## config.mk

```make
export PLATFORM = sky130hd
export DESIGN_NAME = ingreso_numero
export DESIGN_NICKNAME = d
export VERILOG_FILES = /design/src/rtl/calc_pkg.sv /design/src/rtl/clasifica_tecla.sv /design/src/rtl/ingreso_numero.sv
export SDC_FILE = /design/constraint.sdc
export NUM_CORES = 1
export LEC_CHECK = 0
export ABC_AREA = 0
export CAP_MARGIN = 20
export CORE_ASPECT_RATIO = 0.5
export CORE_MARGIN = 2
export CORE_UTILIZATION = 40
export DETAILED_ROUTE_END_ITERATION = 12
export GPL_TIMING_DRIVEN = 0
export PLACE_DENSITY = 0.72
export RECOVER_POWER = 50
export SLEW_MARGIN = 10
export SYNTH_ARGS = -nofsm -noshare
export SYNTH_HDL_FRONTEND = slang
export SYNTH_SLANG_ARGS = --single-unit
```

## constraint.sdc

```tcl
create_clock -name clk -period 2.6 [get_ports clk]
set_input_delay 0.52 -clock clk [delete_from_list [all_inputs] [get_ports clk]]
set_output_delay 0.52 -clock clk [all_outputs]
set_load 0.05 [all_outputs]
```

## src/rtl/calc_pkg.sv

```systemverilog
// Shared types and constants for the keypad-to-BCD operand entry stage.
//   bcd_t     : one BCD digit
//   bcd4_t    : four packed BCD digits, [0] least significant
//   estado_t  : entry FSM states
//   TECLA_*   : keypad codes for the non-digit keys
package calc_pkg;

  typedef logic [3:0] bcd_t;
  typedef bcd_t [3:0] bcd4_t;

  localparam logic [3:0] TECLA_SUMA   = 4'hA;
  localparam logic [3:0] TECLA_IGUAL  = 4'hB;
  localparam logic [3:0] TECLA_BORRAR = 4'hC;
  localparam logic [3:0] TECLA_RETRO  = 4'hD;

  typedef enum logic [2:0] {
    VACIO   = 3'd0,
    ENTRADA = 3'd1,
    ESPERA  = 3'd2,
    FIN_S   = 3'd3,
    FIN     = 3'd4
  } estado_t;

endpackage

```

## src/rtl/clasifica_tecla.sv

```systemverilog
// Combinational key decoder.
//   tecla_valida, tecla : key strobe and code from the keypad scanner
//   es_digito .. es_retro : one-hot class of the key (all low when no strobe
//                           or for the unused codes 0xE/0xF)
module clasifica_tecla
  import calc_pkg::*;
(
  input  logic       tecla_valida,
  input  logic [3:0] tecla,
  output logic       es_digito,
  output logic       es_suma,
  output logic       es_igual,
  output logic       es_borrar,
  output logic       es_retro
);

  always_comb begin
    es_digito = tecla_valida && (tecla <= 4'd9);
    es_suma   = tecla_valida && (tecla == TECLA_SUMA);
    es_igual  = tecla_valida && (tecla == TECLA_IGUAL);
    es_borrar = tecla_valida && (tecla == TECLA_BORRAR);
    es_retro  = tecla_valida && (tecla == TECLA_RETRO);
  end

endmodule

```

## src/rtl/ingreso_numero.sv

```systemverilog
// Turns keypad events into a packed BCD operand for the BCD adder and issues
// the accumulate (suma) and end-of-calculation (finalizar) strobes.
//   clk, rst          : clock, asynchronous active-low reset
//   tecla_valida/tecla: one-cycle key strobe and key code
//   clr               : clear request from the adder (level)
//   numero            : operand, digit [3] always 0
//   suma, finalizar   : one-cycle strobes, never high together
//   num_digitos, lleno: digits held / digit limit reached
//   ocupado           : waiting for the adder to clear us
//   estado            : current FSM state, for debug observation
// Handshake: tecla_valida is a single-cycle strobe with no back-pressure;
// keys arriving while busy (ESPERA, FIN_S) are dropped. All outputs are
// registered, so a key accepted in cycle N is visible in cycle N+1.
module ingreso_numero
  import calc_pkg::*;
#(
  parameter int MAX_DIGITOS = 3,
  parameter int TIMEOUT     = 16
) (
  input  logic       clk,
  input  logic       rst,
  input  logic       tecla_valida,
  input  logic [3:0] tecla,
  input  logic       clr,
  output bcd4_t      numero,
  output logic       suma,
  output logic       finalizar,
  output logic [1:0] num_digitos,
  output logic       lleno,
  output logic       ocupado,
  output estado_t    estado
);

  localparam int CW = (TIMEOUT > 2) ? $clog2(TIMEOUT) : 1;
  localparam logic [CW-1:0] CNT_MAX = CW'(TIMEOUT - 1);
  localparam logic [1:0]    MAXD    = 2'(MAX_DIGITOS);

  logic es_digito, es_suma, es_igual, es_borrar, es_retro;

  clasifica_tecla u_clasifica (
    .tecla_valida (tecla_valida),
    .tecla        (tecla),
    .es_digito    (es_digito),
    .es_suma      (es_suma),
    .es_igual     (es_igual),
    .es_borrar    (es_borrar),
    .es_retro     (es_retro)
  );

  estado_t       estado_n;
  bcd4_t         numero_n;
  logic [1:0]    digitos_n;
  logic [CW-1:0] cnt, cnt_n;
  logic          suma_n, fin_n;

  always_ff @(posedge clk or negedge rst) begin
    if (!rst) begin
      estado      <= VACIO;
      numero      <= '0;
      num_digitos <= '0;
      cnt         <= '0;
      suma        <= 1'b0;
      finalizar   <= 1'b0;
      lleno       <= 1'b0;
      ocupado     <= 1'b0;
    end else begin
      estado      <= estado_n;
      numero      <= numero_n;
      num_digitos <= digitos_n;
      cnt         <= cnt_n;
      suma        <= suma_n;
      finalizar   <= fin_n;
      lleno       <= (digitos_n == MAXD);
      ocupado     <= (estado_n == ESPERA);
    end
  end

  always_comb begin
    estado_n  = estado;
    numero_n  = numero;
    digitos_n = num_digitos;
    cnt_n     = '0;          // counter only runs while in ESPERA
    suma_n    = 1'b0;
    fin_n     = 1'b0;

    if (clr) begin
      // Adder clear wins over any key in the same cycle.
      estado_n  = VACIO;
      numero_n  = '0;
      digitos_n = '0;
    end else begin
      case (estado)
        ESPERA: begin
          if (cnt == CNT_MAX) begin
            estado_n  = VACIO;
            numero_n  = '0;
            digitos_n = '0;
          end else begin
            cnt_n = cnt + 1'b1;
          end
        end
        FIN_S: begin
          fin_n    = 1'b1;
          estado_n = FIN;
        end
        default: begin  // VACIO, ENTRADA, FIN
          if (es_borrar) begin
            estado_n  = VACIO;
            numero_n  = '0;
            digitos_n = '0;
          end else if (es_digito) begin
            if (estado == FIN) begin
              // A digit after '=' starts a fresh operand.
              numero_n    = '0;
              numero_n[0] = tecla;
              digitos_n   = 2'd1;
              estado_n    = ENTRADA;
            end else if (num_digitos < MAXD) begin
              numero_n[2] = numero[1];
              numero_n[1] = numero[0];
              numero_n[0] = tecla;
              digitos_n   = num_digitos + 1'b1;
              estado_n    = ENTRADA;
            end
          end else if (es_retro && estado == ENTRADA) begin
            numero_n[0] = numero[1];
            numero_n[1] = numero[2];
            numero_n[2] = '0;
            digitos_n   = num_digitos - 1'b1;
            if (num_digitos == 2'd1) estado_n = VACIO;
          end else if (es_suma && estado == ENTRADA) begin
            suma_n   = 1'b1;
            estado_n = ESPERA;
          end else if (es_igual) begin
            if (estado == ENTRADA) begin
              suma_n   = 1'b1;
              estado_n = FIN_S;
            end else if (estado == VACIO) begin
              fin_n = 1'b1;
            end
          end
        end
      endcase
    end
  end

endmodule

```

; Yosys cells after proc, flatten, opt, wreduce, memory -nomap -nowiden
; Cells that the tools add are included.
; Widths: inputs -> output; s select.
[word_totals]
reg_bits = 29
output_inout_bits = 25
word_cells = 95
[classes]
add_sub_neg = 3
order_cmp = 2
n_eq_ne = 15
n_mux = 50
n_reduce_logical = 14
[ops]
columns = op, n
row1 = $mux 12, 4
row2 = $mux 16, 3
row3 = $mux 3, 11
row4 = $pmux 16 s2, 1
row5 = $eq 4x4->1 const B, 5
row6 = $mux 4, 5
row7 = $mux 1, 16
row8 = $mux 2, 7
row9 = $eq 3x2->1 const B, 3
row10 = $reduce_and 4->1, 2
row11 = $reduce_bool 4->1, 2
row12 = $logic_and 1x1->1, 7
row13 = $ne 6x2->1 const B, 1
row14 = $pmux 3 s2, 1
row15 = $reduce_bool 5->1, 1
row16 = $add 4x1->4 const B, 1
row17 = $le 4x4->1 const B, 1
row18 = $pmux 2 s2, 1
row19 = $eq 3x1->1 const B, 1
row20 = $eq 3x3->1 const B, 1
row21 = $logic_not 3->1, 1
row22 = $ne 3x3->1 const B, 1
row23 = $add 2x1->2 const B, 1
row24 = $eq 2x1->1 const B, 1
row25 = other kinds (6), 6

; Logic depth before layout (Yosys ltp)
; Gate-level depths: netlist (run 1).
[depth]
ltp_word = 10
ltp_mapped = 7
ltp_nobuf = 7

; Hierarchy
; Synthesis (run 1) repeated with hierarchy kept, for this count alone.
[unflattened]
cells_unflattened = 147
area_unflattened_um2 = 1512.7
[by_module_without_submodules]
columns = mod, instances, cells_per_inst, area_each_um2
row1 = ingreso_numero, 1, 137, 1437.6
row2 = clasifica_tecla, 1, 10, 75.1

; Least setup slack after synthesis (run 1)
; No wires, ideal clock.
[synth_timing]
path_kind = reg2reg
from = register estado[1]
to = register numero[1] (netlist bit)
setup_ps = 126
arrival_ps = 1806
required_time_ps = 2474
path_slack_ps = 668
path_stages_with_launch = 8
path_buffers = 2
synth_period_minus_slack_ps = 1932
path_cell_list = dfrtp_1 -> buf_6 -> and4bb_1 -> nand4_2 -> a41o_4 -> buf_6 -> nand2_1 -> o31ai_1
[synth_between]
elab_chain_cells = 6
word_cells_on_any_way = 15
classes_between = 7 x eq/ne / 5 x mux / 3 x reduce/logical
[synth_rtl]
columns = item, line_no
row1 = start: declaration, ingreso_numero.sv:31  ; output estado_t estado
row2 = start signal: assignment, ingreso_numero.sv:67  ; estado <= estado_n;
row3 = $eq 3x3->1, ingreso_numero.sv:112  ; if (estado == FIN) begin
row4 = $mux 12, ingreso_numero.sv:112
row5 = $mux 12, ingreso_numero.sv:111  ; end else if (es_digito) begin
row6 = $mux 16, ingreso_numero.sv:107  ; if (es_borrar) begin
row7 = $pmux 16 s2, ingreso_numero.sv:92  ; case (estado)
row8 = $mux 16, ingreso_numero.sv:86  ; if (clr) begin
row9 = end signal: assignment, ingreso_numero.sv:68  ; numero <= numero_n;
row10 = end: declaration, ingreso_numero.sv:25  ; output bcd4_t numero,
; Parallel ways exist; a longest one is shown, timed or not.
; A chain may end at the register's enable or synchronous reset.

; Worst setup path after layout (run 1)
[layout_timing]
from = input port tecla_valida
to = register lleno
[layout_between]
elab_chain_cells = 8
word_cells_on_any_way = 10
classes_between = 1 x eq/ne / 5 x mux / 4 x reduce/logical
[layout_rtl]
columns = item, line_no
row1 = start: declaration, ingreso_numero.sv:22  ; input logic tecla_valida,
row2 = $logic_and 1x1->1, clasifica_tecla.sv:22  ; es_retro = tecla_valida && (tecla == TECLA_RETRO);
row3 = $logic_and 1x1->1, ingreso_numero.sv:125  ; end else if (es_retro && estado == ENTRADA) begin
row4 = $mux 2, ingreso_numero.sv:125
row5 = $mux 2, ingreso_numero.sv:111
row6 = $mux 2 (*), ingreso_numero.sv:107
row7 = $pmux 2 s2 (*), ingreso_numero.sv:92
row8 = $mux 2 (*), ingreso_numero.sv:86
row9 = named net digitos_n[1], ingreso_numero.sv:52  ; logic [1:0] digitos_n;
row10 = $eq 2x2->1 (*), ingreso_numero.sv:73  ; lleno <= (digitos_n == MAXD);
row11 = end signal: assignment, ingreso_numero.sv:73
row12 = end: declaration, ingreso_numero.sv:29  ; output logic lleno,
; Mark *: on every way through the listed nets, which the timed path passes. The rest lies on a longest branch.

==> impl_metrics.ini, run 1 <==
[run_status]
outcome = completed

[floorplanning]
die_w_um = 89.59
dieArea_um2 = 4192
start_util_pct = 42.20
die_y_um = 46.80
ioPinCount = 33
coreArea_um2 = 3472
num_rows = 15

[final_layout]
antenna_cells = 0
multiInputGateArea_um2 = 753.2
nets = 203
final_common_cell = dfrtp_1
fill_cells = 324
drive_above_1_share_pct = 11.05
final_cell_mix = dfrtp_1, nand2_1, clkdlybuf4s50_1
seqCellArea_um2 = 625.6
synthToLayoutAreaGrowth_pct = 26.73

[power]
p_per_area_nw_per_um2 = 431.1
ir_drop_v = 0.0002577
leakage_nw = 0.8002

[drt]
ant_nets = 0
drt-wirelength-per-cell_um = 14.36
routed_via_density = 5.257
routed_wl_mm = 3.461
first_pass_iters = 4
drt_iter0_markers = 178
vias = 1267
remaining_drc_errors = 0

[place]
globalplace.congestion = 0.8899
portBuffers = 27
hpwlAfterDp_mm = 2.571

[sta]
hold-worst-slack_ns = 0.4924
hold_viol = 0
fin_setup_tns_ns = 0
skew_ns = 0.006243
rsz0062_at_grt = no
final_max_slew_viol_count = 0
min_period_ns = 2.194
worstMarginPinSlew_ns = 0.7749
finalSetupViolCount = 0
relSlewSlack_pct = 48.17
max_freq_ghz = 0.4558
min_period_over_period_pct = 84.38

[grt]
grt_pass1_wl_mm = 5.747
grt_pass1_vias = 1211
grt_overflow_total = 0
antenna_found_initial = 0
track_usage_pct = 18.47
grt_max_degree = 17

[flow_run]
drv_cap = 0

[clocking]
clk_pin_slew_ns = 0.08
root_buffer = clkbuf_8
cts_setup_buffers = 0
insertion_delay_ns = 0.27
h-tree-depth = 1
clk_path_buf_depth = 2
numCtsBuffers = 3
hold_buffers = 0
cts.sinks = 25
cts_tree = done
post_cts_resized = 0

[logic_synthesis]
synth_edf_count = 0
synth.yosys.seq_area_share_pct = 42.70
post_synth_inst_count = 155
syn_area_um2 = 1465
ys.warnings.count = 0
async_reset_ff_share_pct = 100.0
syn-mean-instance-area_um2 = 9.453
ys.flop_type = dfrtp_1
synth_seq_cells = 25
synth_cell_types = 50

[worst_setup_path]
required_ns = 2.81
worst-setup-path-type = in2reg
rr_worst_depth = 7
cp-end-kind = flip-flop
cp_max_fo = 10
crit_arrival_ns = 2.41
startpoint_type = input port

[min_path]
whs_path_depth = 1
hp-class = reg2reg
==> cell type report <==
class / instances / share of cell area, %
Timing Repair Buffer: 28 / 14.76
Buffer: 11 / 4.313
Multi-Input combinational cell: 118 / 40.57
Inverter: 4 / 0.8086
Tap cell: 51 / 3.437
Sequential cell: 25 / 33.69
Clock buffer: 4 / 2.426
==> worst max-delay path, cell delays in order <==
cell	delay (ns)
dlygate4sd3_1	0.54
clkbuf_1	0.34
nand2_1	0.34
o32ai_1	0.36
o2bb2ai_1	0.16
and2_1	0.15
==> worst paths after layout <==
path,start,to,slack [ns]
min,cnt[0]$_DFF_PN0_,cnt[0]$_DFF_PN0_,0.49
min in group asynchronous,rst,suma$_DFF_PN0_,0.77
max,tecla_valida,lleno$_DFF_PN0_,0.41
max reg2reg,cnt[0]$_DFF_PN0_,numero[1]$_DFFE_PN0P_,0.70
max in group asynchronous,rst,numero[8]$_DFFE_PN0P_,0.91
min reg2reg,cnt[0]$_DFF_PN0_,cnt[0]$_DFF_PN0_,0.49
==> power by group <==
| group | total [W] | internal (W) | switching, W |
|---|---|---|---|
| clock network | 0.000227 | 0.000110 | 0.000118 |
| registers | 0.000404 | 0.000396 | 0.00000845 |
| logic | 0.000169 | 0.0000570 | 0.000112 |
==> per-stage QoR <==
stage          area [µm²]  setup WS, ns  std cells  utilization, %  power (W)
2_1_floorplan        1476        0.6681        158               -  0.0005239
3_3_place_gp         1810        0.2206        236           52.14  0.0005774
4_1_cts              1867        0.4826        241           53.77  0.0008141
6_report             1857        0.4060        241           53.48  0.0008005
3_5_place_dp         1822        0.1852        237           52.47  0.0005830
5_1_grt              1857        0.2175        241           53.48  0.0008441
==> Yosys cell counts, drive strengths merged, types with 2 or more instances <==
library cell  count  area share, %
o21ai            16            6.0
nand3             4            1.4
nor2b             3            1.5
inv               4            1.0
nand2b            2           0.85
o31ai             2            1.0
a21oi             7            2.4
a31oi             4            1.7
and2              3            1.3
nor3b             3            1.9
buf               8            4.7
xnor2             2            1.2
o22ai             2           0.85
nand4             2            1.3
nor3              2           0.68
dfrtp            25             43
nor2              8            2.0
nand2            25            6.7
and3              4            1.7
ha                4            3.4
and4b             2            1.4
clkbuf            3           0.77
==> per-layer routing <==
layer  wire length (µm)  part of all wire, %  vias to the layer above  track usage, %
li1                   -                    -                      617               -
met1               1629                   47                      616           24.51
met2               1638                   47                       26           29.85
met3                125                  3.6                        8           4.394
met4                 67                  1.9                        0           7.761
met5                  0                    0                        -               0
==> state kept, by name, summed over array words and instances (netlist names) <==
| signal | flops |
|---|---|
| numero | 12 |
| cnt | 4 |
| estado | 3 |
| num_digitos | 2 |
| finalizar | 1 |
| lleno | 1 |
| ocupado | 1 |
| suma | 1 |
==> logic make-up (layout without fill, tap and decap cells) <==
group,after synthesis,after routing,synth area share (%)
and+or+nand+nor,65,65,24.94
AOI/OAI and AO/OA,41,41,19.73
DFF,25,25,42.70
buffers and inverters,15,47,6.489
adders and majority gates,4,4,3.416
xor gates and xnor gates,3,3,1.794
other,1,4,0.2559
muxes,1,1,0.6832
Power figures use the tool's default switching activity.
==> run 2: changes to the inputs <==
- PLACE_DENSITY: 0.72 -> 0.74
- clock period: 2.6 -> 1.8 ns (I/O delays scaled with it)
==> impl_metrics.ini, run 2 (same netlist as run 1, synthesis figures left out) <==
[drt]
vias = 1351
drt_iter0_markers = 104
routed_via_density = 5.340
routed_wl_mm = 3.900
remaining_drc_errors = 0
first_pass_iters = 4
ant_nets = 0
drt-wirelength-per-cell_um = 15.42

[sta]
hold-worst-slack_ns = 0.4979
min_period_over_period_pct = 99.09
rsz0062_at_grt = yes
max_freq_ghz = 0.5607
finalSetupViolCount = 0
relSlewSlack_pct = 52.99
setup_ws_ns = 0.01637
final_max_slew_viol_count = 0
skew_ns = 0.001792
min_period_ns = 1.784
hold_viol = 0
fin_setup_tns_ns = 0
worstMarginPinSlew_ns = 0.7029

[final_layout]
top_regs = numero: 12 flops, cnt: 4 flops, estado: 3 flops
nets = 215
multiInputGateArea_um2 = 819.5
regMostFlops = numero
seqCellArea_um2 = 630.6
drive_above_1_share_pct = 23.76
fin_cells = 253
fill_cells = 291
final_common_cell = nand2_1
largest_reg_flops = 12
synthToLayoutAreaGrowth_pct = 39.37
final_cell_mix = nand2_1, dfrtp_1, dlygate4sd2_1
antenna_cells = 0

[grt]
grt.busiest_layer = met2
grt_pass1_wl_mm = 5.865
grt_pass1_vias = 1196
grt_max_degree = 15
met2_usage_pct = 28.53
track_usage_pct = 18.75
met1_usage_pct = 27.46
met3_usage_pct = 3.866
grt_overflow_total = 0
antenna_found_initial = 0

[place]
portBuffers = 27
globalplace.congestion = 0.9146
dp_worst_setup_slack_ns = -0.4476
hpwlAfterDp_mm = 2.616
dp.cells = 237

[power]
p_per_area_nw_per_um2 = 592.7
fin_total_pwr_w = 0.001210
leakage_nw = 0.9811
ir_drop_v = 0.0003611

[clocking]
clk_path_buf_depth = 2
hold_buffers = 0
cts_tree = done
cts.sinks = 25
root_buffer = clkbuf_8
h-tree-depth = 1
clk_pin_slew_ns = 0.08
insertion_delay_ns = 0.27
numCtsBuffers = 3

[floorplanning]
coreArea_um2 = 3472
dieArea_um2 = 4192
die_y_um = 46.80
ioPinCount = 33
start_util_pct = 42.20
num_rows = 15
die_w_um = 89.59

[worst_setup_path]
crit_slowest_cell = dfrtp_2
cp_max_fo = 8
crit_arrival_ns = 1.94
slowest_delay_ns = 0.42
worstPathCellList = buf_8, and4bb_2, nand4_4, a41o_4, clkbuf_16, nand2_1, o21ai_1
cp-end-kind = flip-flop
worst-setup-path-type = reg2reg
startpoint_type = flip-flop
cp_top_family = simple AND/OR/NAND/NOR gates
path_buf_inv = 2
required_ns = 1.96

[min_path]
hp-class = reg2reg

[run_status]
outcome = completed

[flow_run]
drv_cap = 0
run 2: cell count changes in the layout (fill, tap and decap cells not counted), moves of 2 or more:
cell / change
buf_4: +10
buf_8: +3
clkbuf_2: +2
clkdlybuf4s50_1: -19
dfrtp_1: -4
dfrtp_2: +4
dlygate4sd2_1: +19
dlygate4sd3_1: -4
nand2_1: -2
run 2: cell type report:
| class | instances | share of cell area (%) |
|---|---|---|
| tap | 51 | 3.125 |
| multi-input combinational | 118 | 40.13 |
| sequential | 25 | 30.88 |
| clock buffer | 4 | 2.206 |
| inverter | 4 | 0.7353 |
| timing repair buffer | 40 | 18.20 |
| buffer | 11 | 4.718 |
run 2: what timing repair did:
| action | in CTS | in global routing |
|---|---|---|
| gates resized for setup | 23 | 21 |
| cloned | 0 | 1 |
| setup buffers | 0 | 11 |
| hold endpoints to repair | 0 | 0 |
| endpoints found under the setup margin | 29 | 16 |
| pin swaps | 0 | 3 |
run 2: where the power goes:
part	internal (W)	switching (W)	leakage (nW)
registers	0.000573	0.0000129	0.340
logic	0.000108	0.000180	0.618
clock network	0.000159	0.000178	0.0228
run 2: final timing paths:
| check | start | endpoint | slack, ns | cells after the start |
|---|---|---|---|---|
| worst max-delay path | estado[1]$_DFF_PN0_ | numero[6]$_DFFE_PN0P_ | 0.02 | 7 |
| worst min-delay path | cnt[0]$_DFF_PN0_ | cnt[0]$_DFF_PN0_ | 0.50 | 1 |
| worst max register to register | estado[1]$_DFF_PN0_ | numero[6]$_DFFE_PN0P_ | 0.02 | 7 |
| worst min register to register | cnt[0]$_DFF_PN0_ | cnt[0]$_DFF_PN0_ | 0.50 | 1 |
| max in group asynchronous | rst | num_digitos[0]$_DFF_PN0_ | 0.69 | 2 |
| min in group asynchronous | rst | numero[6]$_DFFE_PN0P_ | 0.57 | 1 |
run 2: through the flow:
stage          util, %  area (µm²)
6_report         58.81        2042
5_1_grt          58.81        2042
4_1_cts          53.62        1862
3_5_place_dp     52.72        1831
3_3_place_gp     52.29        1815
2_1_floorplan        -        1481
run 2: per-layer routing:
metal	up-vias	wire, µm
li1	642	-
met1	645	1679
met2	56	1950
met3	8	199
met4	0	70
met5	-	0
